===== src/rtl/adder_pkg.sv =====
// adder_pkg: shared types and helpers for seq_digit_adder.
// Holds the FSM state encoding and the digit-counter width helper.
package adder_pkg;

  typedef enum logic [1:0] {
    IDLE = 2'd0,
    RUN  = 2'd1,
    HOLD = 2'd2
  } state_t;

  function automatic int cnt_w(input int ndig);
    return (ndig <= 1) ? 1 : $clog2(ndig);
  endfunction

endpackage


===== src/rtl/digit_add.sv =====
// digit_add: combinational DIGIT-bit adder with carry in/out.
// One instance forms the whole arithmetic datapath of seq_digit_adder.
module digit_add #(
  parameter int DIGIT = 4
) (
  input  logic [DIGIT-1:0] a_d,
  input  logic [DIGIT-1:0] b_d,
  input  logic             c_in,
  output logic [DIGIT-1:0] s_d,
  output logic             c_out
);

  assign {c_out, s_d} = {1'b0, a_d} + {1'b0, b_d} + {{DIGIT{1'b0}}, c_in};

endmodule


===== src/rtl/seq_digit_adder.sv =====
// seq_digit_adder: digit-serial A+B+cin, DIGIT bits per clock, valid/ready I/O.
// Define SEQ_DIGIT_ADDER_OVF_EN to add the signed-overflow output ovf.
module seq_digit_adder
  import adder_pkg::*;
#(
  parameter int WIDTH = 16,
  parameter int DIGIT = 4
) (
  input  logic             clk,
  input  logic             rst,
  input  logic             in_valid,
  output logic             in_ready,
  input  logic [WIDTH-1:0] a,
  input  logic [WIDTH-1:0] b,
  input  logic             cin,
  output logic             out_valid,
  input  logic             out_ready,
  output logic [WIDTH-1:0] sum,
  output logic             cout
`ifdef SEQ_DIGIT_ADDER_OVF_EN
  ,
  output logic             ovf
`endif
);

  localparam int NDIG = (DIGIT > 0) ? WIDTH / DIGIT : 1;
  localparam int CW   = cnt_w(NDIG);

  if (DIGIT < 1 || DIGIT > WIDTH || (WIDTH % DIGIT) != 0) begin : g_bad_cfg
    $error("seq_digit_adder: DIGIT must divide WIDTH, 1 <= DIGIT <= WIDTH");
  end

  state_t           r_state;
  state_t           w_next;
  logic [CW-1:0]    r_cnt;
  logic [WIDTH-1:0] r_a;
  logic [WIDTH-1:0] r_b;
  logic [WIDTH-1:0] r_sum;
  logic             r_carry;
  logic [DIGIT-1:0] w_s;
  logic             w_c;
  logic [WIDTH-1:0] w_a_nxt;
  logic [WIDTH-1:0] w_b_nxt;
  logic [WIDTH-1:0] w_sum_nxt;
  logic             w_last;

  digit_add #(
    .DIGIT(DIGIT)
  ) u_digit_add (
    .a_d  (r_a[DIGIT-1:0]),
    .b_d  (r_b[DIGIT-1:0]),
    .c_in (r_carry),
    .s_d  (w_s),
    .c_out(w_c)
  );

  // New digit enters at the MSB end; operands drain from the LSB end.
  if (NDIG == 1) begin : g_one
    assign w_a_nxt   = '0;
    assign w_b_nxt   = '0;
    assign w_sum_nxt = w_s;
  end else begin : g_many
    assign w_a_nxt   = {{DIGIT{1'b0}}, r_a[WIDTH-1:DIGIT]};
    assign w_b_nxt   = {{DIGIT{1'b0}}, r_b[WIDTH-1:DIGIT]};
    assign w_sum_nxt = {w_s, r_sum[WIDTH-1:DIGIT]};
  end

  assign w_last = (r_cnt == CW'(NDIG - 1));

  // FSM state register.
  always_ff @(posedge clk or posedge rst) begin
    if (rst) r_state <= IDLE;
    else     r_state <= w_next;
  end

  // Next state and handshake flags.
  always_comb begin
    w_next    = r_state;
    in_ready  = 1'b0;
    out_valid = 1'b0;
    unique case (r_state)
      IDLE: begin
        in_ready = 1'b1;
        if (in_valid) w_next = RUN;
      end
      RUN: begin
        if (w_last) w_next = HOLD;
      end
      HOLD: begin
        out_valid = 1'b1;
        if (out_ready) w_next = IDLE;
      end
      default: w_next = IDLE;
    endcase
  end

  // Operand capture, then one digit added and shifted per RUN cycle.
  always_ff @(posedge clk or posedge rst) begin
    if (rst) begin
      r_cnt   <= '0;
      r_a     <= '0;
      r_b     <= '0;
      r_sum   <= '0;
      r_carry <= 1'b0;
    end else begin
      case (r_state)
        IDLE: begin
          if (in_valid) begin
            r_a     <= a;
            r_b     <= b;
            r_carry <= cin;
            r_sum   <= '0;
            r_cnt   <= '0;
          end
        end
        RUN: begin
          r_a     <= w_a_nxt;
          r_b     <= w_b_nxt;
          r_sum   <= w_sum_nxt;
          r_carry <= w_c;
          r_cnt   <= r_cnt + CW'(1);
        end
        default: ;
      endcase
    end
  end

  assign sum  = out_valid ? r_sum : '0;
  assign cout = out_valid & r_carry;

`ifdef SEQ_DIGIT_ADDER_OVF_EN
  logic r_sa;
  logic r_sb;

  // Operand sign bits, kept for the overflow decision at the end.
  always_ff @(posedge clk or posedge rst) begin
    if (rst) begin
      r_sa <= 1'b0;
      r_sb <= 1'b0;
    end else if (r_state == IDLE && in_valid) begin
      r_sa <= a[WIDTH-1];
      r_sb <= b[WIDTH-1];
    end
  end

  assign ovf = out_valid & (r_sa == r_sb) & (r_sum[WIDTH-1] != r_sa);
`endif

endmodule


===== config.mk =====
export PLATFORM = sky130hd
export DESIGN_NAME = seq_digit_adder
export DESIGN_NICKNAME = d
export VERILOG_FILES = /design/src/rtl/adder_pkg.sv /design/src/rtl/digit_add.sv /design/src/rtl/seq_digit_adder.sv
export SDC_FILE = /design/constraint.sdc
export NUM_CORES = 1
export LEC_CHECK = 0
export ABC_AREA = 1
export BUFFER_PORTS_ARGS = -buffer_cell sky130_fd_sc_hd__buf_2
export CAP_MARGIN = 20
export CORE_MARGIN = 1.5
export CORE_UTILIZATION = 25
export DETAILED_ROUTE_END_ITERATION = 8
export SYNTH_ARGS = -nofsm -noshare
export SYNTH_HDL_FRONTEND = slang
export SYNTH_SLANG_ARGS = --single-unit
export TNS_END_PERCENT = 100

===== constraint.sdc =====
create_clock -name clk -period 2.3 [get_ports clk]
set_input_delay 0.23 -clock clk [delete_from_list [all_inputs] [get_ports clk]]
set_output_delay 0.23 -clock clk [all_outputs]
set_load 0.01 [all_outputs]

==> Implementation_results.wiki, run 1 <==
{| class="wikitable"
! Metric !! Value
|-
| Std-Cell Rows || 36
|-
| Period utilisation layout || 0.904
|-
| Detail Route Antenna Nets || 0
|-
| Worst Setup End Kind || output port
|-
| Total vias in the final route || 2051
|-
| CTS Buffer Depth || 2
|-
| Count of max-cap constraint violations || 0
|-
| Series of cell instances along the critical path || inv_2, nand2_2, nor2_1, buf_2
|-
| Count of warnings emitted by yosys || 0
|-
| CP Launch Type || flop
|-
| Areal power density over the cells || 1350 nW/um^2
|-
| Unrepaired setup endpoints after global routing || false
|-
| Die area || 10800 sq um
|-
| Area of the core || 9820 sq um
|-
| Initial antenna violation count || 0
|-
| Number of instances in the synthesized netlist || 284
|-
| Arrival time of data at the critical path endpoint || 1.85 ns
|-
| Clock Skews || 0.00542 ns
|-
| Max-Slew Margin vs Limit || 0.543
|-
| Iter 0 DRT Violations || 127
|-
| Proportion of synthesized chip area in sequential cells || 0.522
|-
| Post-synth ARST share || 1.00
|-
| Number of nets in the layout || 376
|-
| Area growth from synthesis to layout || 17.2%
|-
| Setup tns final || 0 ns
|-
| Post-detailed-route via-to-cell ratio || 4.39
|-
| Overall Power || 4.01 mW
|-
| Maximum vdd drop || 0.464 mV
|-
| Max-slew violation count || 0
|-
| Number of standard cells in the final layout excluding fillers || 467
|-
| Chip width || 104 um
|-
| Summed instance area of the synthesized netlist || 2540 sq um
|-
| Fraction of layout instances using a drive strength above 1 || 0.257
|-
| Synthesized netlist net count || 327
|-
| Critical path's slowest cell || sky130_fd_sc_hd__dfrtp_1
|-
| Post-cts resize count || 0
|-
| CTS Root Buffer Type || sky130_fd_sc_hd__clkbuf_8
|-
| Worst r2r path cells || 6
|-
| Final Hold Violating Endpoints || 0
|-
| Post-Syn Area per Cell || 8.95 sq um
|-
| Post-Route Utilization || 0.303
|-
| Wire per inst || 12.6 um
|-
| Slew @ Worst Pin || 0.685 ns
|-
| Result of the run || finished, final reports clean
|-
| Port Buf Inserts || 55
|-
| Total cell area at the placement stage || 2880 sq um
|-
| Most common library cells after synthesis || 53 x sky130_fd_sc_hd__dfrtp_1, 53 x sky130_fd_sc_hd__nand2_1, 44 x sky130_fd_sc_hd__nor2_1
|-
| CP max FO || 25
|-
| CP peak stage delay || 0.51 ns
|-
| IO Count || 56
|-
| Post-Place Cells || 459
|-
| CTS hold repair buffers || 0
|-
| Maximum clock frequency || 0.481 GHz
|-
| GR Util All Layers || 0.112
|-
| Post-placement worst setup slack || 0.515 ns
|-
| Post-layout min period || 2.08 ns
|-
| Total leakage power || 1.44 nW
|-
| Post-synthesis cell type count || 23
|-
| Register bit total from synthesis || 53
|-
| First-pass GRT wire length || 9.87 mm
|-
| H-tree lvl count || 2
|-
| Clock tree from TritonCTS || done
|-
| Post-detailed-route DRC marker count || 0
|-
| Critical register-to-register path endpoint || r_carry
|-
| Primary flip-flop cell chosen by synthesis mapping || sky130_fd_sc_hd__dfrtp_1
|-
| Half-perimeter wire length after placement || 3.93 mm
|-
| Vias in the first global route || 2017
|-
| R2r setup slk || 0.49 ns
|-
| Height of the die || 104 um
|-
| Worst reg2reg startpoint || r_a[0]
|-
| Smallest hold slack || 0.0816 ns
|-
| Last weighted congestion value of the routability-driven placer || 0.788
|-
| TritonCTS sink count || 53
|-
| Final std cell area, no fill || 2980 sq um
|-
| Clock transition at path regs || 0.10 ns
|-
| Critical path type || flop to output port
|-
| Initial standard-cell utilization of the core || 0.259
|-
| CTS buffer count || 5
|-
| Final setup fails || 0
|-
| Post CTS Setup Buffer Count || 0
|-
| Total wirelength of the detailed-routed design || 5.89 mm
|-
| Antenna diode count || 0
|-
| Cell taking the most area after synthesis || sky130_fd_sc_hd__dfrtp_1
|-
| Number of flops mapped to enable cells by yosys || 0
|-
| Largest net degree at the start of global routing || 54
|-
| Detailed-routing iteration count for the pre-antenna-repair pass || 4
|-
| Clock network latency to the later pin of the worst-skew pair || 0.31 ns
|-
| CP Data Required Time || 2.07 ns
|-
| Congestion Overflow GR || 0
|-
| Yosys top cell area share || 0.522
|-
| Leading post-synthesis cells by cell area || sky130_fd_sc_hd__dfrtp_1 52%, sky130_fd_sc_hd__nand2_1 7.8%, sky130_fd_sc_hd__nor2_1 6.5%, sky130_fd_sc_hd__o21ai_0 5.9%, sky130_fd_sc_hd__o22ai_2 4.9%
|-
| Hold crit path type || input pin to async pin
|-
| Final WS setup || 0.221 ns
|}
==> critical path: cells and delay by family, from the launching register on <==
kind          cells  cell delay (ns)
flops             1             0.51
buf+inv           2             0.50
simple gates      2             0.52
==> registers in the layout, summed over array words and instances, names as in the netlist <==
name,cells
r_a,16
r_b,16
r_sum,16
r_cnt,2
r_state,2
r_carry,1
==> layout make-up <==
cell class / count / area (sq um)
inverter: 24 / 90.1
sequential: 53 / 1330
timing repair buffer: 58 / 298
clock inverter: 2 / 13.8
tap: 133 / 166
multi-input combinational: 191 / 1000
clock buffer: 6 / 82.6
fill: 1108 / 6840
==> logic make-up (layout without fill, tap and decap cells) <==
family,Yosys count,after routing,share of synthesized area
fa+ha+maj,6,6,0.0355
compound gates,71,71,0.177
simple gates,114,114,0.181
flops,53,53,0.522
buf+inv,40,90,0.0842
==> per-layer routing <==
layer | wire, um | global-route usage | vias to the layer above | share of wire
li1 | - | - | 1018 | -
met1 | 2790 | 0.150 | 972 | 0.47
met2 | 2720 | 0.180 | 53 | 0.46
met3 | 300 | 0.0258 | 8 | 0.051
met4 | 71 | 0.0337 | 0 | 0.012
met5 | 0 | 0 | - | 0
==> placed cells by master (no fill, tap or decap) <==
master and count:
sky130_fd_sc_hd__o21ai_0 30, sky130_fd_sc_hd__clkinv_4 1, sky130_fd_sc_hd__nor2_2 1, sky130_fd_sc_hd__nand3_1 12, sky130_fd_sc_hd__nand2_1 53, sky130_fd_sc_hd__o21ai_4 1
sky130_fd_sc_hd__nor2_1 44, sky130_fd_sc_hd__clkinv_2 1, sky130_fd_sc_hd__a22o_1 1, sky130_fd_sc_hd__inv_2 4, sky130_fd_sc_hd__buf_4 3, sky130_fd_sc_hd__buf_2 55
sky130_fd_sc_hd__nand2_2 2, sky130_fd_sc_hd__o22ai_2 10, sky130_fd_sc_hd__ha_1 4, sky130_fd_sc_hd__dfrtp_1 53, sky130_fd_sc_hd__fa_1 2, sky130_fd_sc_hd__nand2_4 1
sky130_fd_sc_hd__o22ai_1 4, sky130_fd_sc_hd__o21ai_1 23, sky130_fd_sc_hd__inv_1 20, sky130_fd_sc_hd__or2_2 1, sky130_fd_sc_hd__clkbuf_8 6, sky130_fd_sc_hd__a21oi_1 2
==> worst max path at each step <==
stage	from	to	slack, ns	cells past startpoint
2_1_floorplan	r_a[0]	r_carry	0.64	6
3_3_place_gp	r_a[0]	r_carry	0.60	6
3_5_place_dp	r_a[0]	r_carry	0.52	6
4_1_cts	r_state[0]	cout	0.21	4
5_1_grt	r_state[0]	cout	0.04	4
6_report	r_state[0]	cout	0.22	4
==> power by group <==
| group | internal [mW] | switching [mW] | total (mW) |
|---|---|---|---|
| registers | 1.37 | 0.230 | 1.60 |
| clock network | 0.245 | 0.324 | 0.569 |
| logic | 0.659 | 1.18 | 1.84 |
| total | 2.27 | 1.74 | 4.01 |
No activity file was read; power rests on OpenSTA's default activity.
==> inputs of run 2 (changes only) <==
--- a/config.mk
+++ b/config.mk
@@ -13,5 +13,6 @@
 export DETAILED_ROUTE_END_ITERATION = 8
 export SYNTH_ARGS = -nofsm -noshare
 export SYNTH_HDL_FRONTEND = slang
+export SYNTH_HIERARCHICAL = 1
 export SYNTH_SLANG_ARGS = --single-unit
 export TNS_END_PERCENT = 100
==> Implementation_results.wiki, run 2 <==
{| class="wikitable"
! Metric !! Value
|-
| Die area || 11700 sq um
|-
| CP max FO || 19
|-
| Number of nets in the layout || 468
|-
| Clock transition at path regs || 0.11 ns
|-
| Wire per inst || 10.9 um
|-
| Fraction of power consumed by the clock network || 0.132
|-
| GR Util All Layers || 0.115
|-
| Number of flops mapped to enable cells by yosys || 0
|-
| Vias in the first global route || 2382
|-
| TritonCTS sink count || 53
|-
| Count of warnings emitted by yosys || 6
|-
| Area growth from synthesis to layout || 18.6%
|-
| Final Hold Violating Endpoints || 0
|-
| Proportion of synthesized chip area in sequential cells || 0.481
|-
| Hold crit path type || input pin to flop
|-
| Total vias in the final route || 2418
|-
| Area of the core || 10800 sq um
|-
| H-tree lvl count || 2
|-
| CTS Buffer Depth || 2
|-
| Summed instance area of the synthesized netlist || 2760 sq um
|-
| Unrepaired setup endpoints after global routing || false
|-
| CTS buffer count || 5
|-
| Largest regs || r_a (16), r_b (16), r_sum (16)
|-
| Most numerous cell in the Yosys netlist || sky130_fd_sc_hd__nand2_1
|-
| Count of max-cap constraint violations || 0
|-
| Setup tns final || 0 ns
|-
| Half-perimeter wire length after placement || 4.34 mm
|-
| Critical path type || flop to output port
|-
| Max-slew violation count || 0
|-
| Post-detailed-route via-to-cell ratio || 4.27
|-
| Combinational fraction of design power || 0.498
|-
| CTS Root Buffer Type || sky130_fd_sc_hd__clkbuf_8
|-
| Chip width || 108 um
|-
| Iter 0 DRT Violations || 150
|-
| Std-Cell Rows || 38
|-
| Post-synth ARST share || 1.00
|-
| Final WS setup || 0.367 ns
|-
| Period utilisation layout || 0.840
|-
| Cell taking the most area after synthesis || sky130_fd_sc_hd__dfrtp_1
|-
| Port Buf Inserts || 55
|-
| Initial antenna violation count || 0
|-
| Register bit total from synthesis || 53
|-
| Worst Setup End Kind || output port
|-
| Clock Skews || 0.0116 ns
|-
| Switching Fraction || 0.453
|-
| Result of the run || finished, final reports clean
|-
| Most common library cells after synthesis || 110 x sky130_fd_sc_hd__nand2_1, 75 x sky130_fd_sc_hd__inv_1, 54 x sky130_fd_sc_hd__nand3_1
|-
| Arrival time of data at the critical path endpoint || 1.70 ns
|-
| Fraction of layout instances using a drive strength above 1 || 0.183
|-
| Slew @ Worst Pin || 0.611 ns
|-
| Post-Syn Area per Cell || 7.40 sq um
|-
| Final setup fails || 0
|-
| Max-Slew Margin vs Limit || 0.592
|-
| Cell-internal power || 2.35 mW
|-
| Post-synthesis cell type count || 18
|-
| Last weighted congestion value of the routability-driven placer || 0.790
|-
| CP Data Required Time || 2.07 ns
|-
| Total leakage power || 1.84 nW
|-
| CP Launch Type || flop
|-
| Smallest hold slack || 0.120 ns
|-
| IO Count || 56
|-
| Initial standard-cell utilization of the core || 0.256
|-
| Antenna diode count || 0
|-
| Clock tree from TritonCTS || done
|-
| Post-detailed-route DRC marker count || 0
|-
| Leading post-synthesis cells by cell area || sky130_fd_sc_hd__dfrtp_1 48%, sky130_fd_sc_hd__nand2_1 15%, sky130_fd_sc_hd__inv_1 10%, sky130_fd_sc_hd__nand3_1 9.8%, sky130_fd_sc_hd__o21ai_1 4.5%
|-
| Primary flip-flop cell chosen by synthesis mapping || sky130_fd_sc_hd__dfrtp_1
|-
| Congestion Overflow GR || 0
|-
| Number of instances in the synthesized netlist || 373
|-
| Largest net degree at the start of global routing || 53
|-
| Sw power || 1.95 mW
|-
| Detailed-routing iteration count for the pre-antenna-repair pass || 4
|-
| Total wirelength of the detailed-routed design || 6.20 mm
|-
| Maximum clock frequency || 0.517 GHz
|-
| Synthesized netlist net count || 416
|-
| Detail Route Antenna Nets || 0
|-
| Height of the die || 108 um
|-
| Post CTS Setup Buffer Count || 0
|-
| Most frequent cells in the layout || 109 x sky130_fd_sc_hd__nand2_1, 74 x sky130_fd_sc_hd__inv_1, 55 x sky130_fd_sc_hd__buf_2
|-
| First-pass GRT wire length || 10.8 mm
|-
| Number of fillers in the final layout || 1162
|-
| Maximum vdd drop || 0.606 mV
|-
| Areal power density over the cells || 1310 nW/um^2
|-
| Portion of total power attributed to sequential cells || 0.371
|-
| Yosys top cell area share || 0.481
|-
| Commonest non-fill, non-tap cell in the layout || sky130_fd_sc_hd__nand2_1
|-
| Clock network latency to the later pin of the worst-skew pair || 0.31 ns
|-
| Post-layout min period || 1.93 ns
|-
| R2r setup slk || 0.66 ns
|-
| Post-placement worst setup slack || 0.685 ns
|}
## run 2: through the flow
stage | utilization | power [mW] | instances | instance area [sq um]
floorplan | - | 3.26 | 373 | 2760
global placement | 0.294 | 3.70 | 557 | 3170
detailed placement | 0.294 | 3.76 | 557 | 3170
CTS | 0.303 | 4.35 | 566 | 3270
global route | 0.303 | 4.77 | 566 | 3270
finish | 0.303 | 4.30 | 566 | 3270
## run 2: per-layer routing
metal / part of all wire / global-route usage / wire length, um / up-vias
li1: - / - / - / 1225
met4: 0.0069 / 0.0263 / 43 / 0
met5: 0 / 0 / 0 / -
met3: 0.042 / 0.0199 / 261 / 4
met1: 0.50 / 0.157 / 3110 / 1132
met2: 0.45 / 0.190 / 2780 / 57
## run 2: final cells by class
type,instances,area (sq um),share of cell area
Tap cell,140,175,0.0535
Clock buffer,5,68.8,0.0210
Inverter,78,293,0.0894
Sequential cell,53,1330,0.405
Multi-Input combinational cell,224,1030,0.316
Clock inverter,3,26.3,0.00802
Timing Repair Buffer,63,350,0.107
## run 2: critical path: stages, from the launching register on
cell and delay, ns:
sky130_fd_sc_hd__dfrtp_1 0.38, sky130_fd_sc_hd__buf_4 0.18, sky130_fd_sc_hd__inv_2 0.09, sky130_fd_sc_hd__nand2_1 0.35
sky130_fd_sc_hd__nor2_1 0.23, sky130_fd_sc_hd__buf_2 0.16
## run 2: final timing paths
check / startpoint / to / cells after the start
max reg2reg: r_a[0] / r_sum[13] / 6
min in group asynchronous: rst / r_sum[4] / 3
min: b[13] / r_b[13] / 3
max in group asynchronous: rst / r_b[1] / 4
min reg2reg: r_sum[10] / r_sum[6] / 2
max: r_state[0] / sum[15] / 5
## run 2: cells by family (layout without fill, tap and decap cells)
group / Yosys count / count (layout) / share of synthesized area
AND/OR/NAND/NOR: 187 / 187 / 0.283
buffers and inverters: 96 / 149 / 0.146
flip-flops: 53 / 53 / 0.481
AO/OA/AOI/OAI: 30 / 30 / 0.0548
adder cells (fa/ha/maj): 6 / 6 / 0.0326
XOR/XNOR: 1 / 1 / 0.00317
## run 2: repair_timing
| item | CTS | global route |
|---|---|---|
| hold buffers | 1 | 0 |
| resized for setup | 0 | 0 |
| endpoints found under the hold margin | 13 | 0 |
## run 2: power by group through the flow
stage               combinational, mW  sequential [mW]  clock [mW]
global placement                 2.10             1.59           0
floorplan                        1.71             1.55           0
detailed placement               2.15             1.61           0
finish                           2.14             1.59       0.566
global route                     2.51             1.65       0.619
CTS                              2.17             1.60       0.583
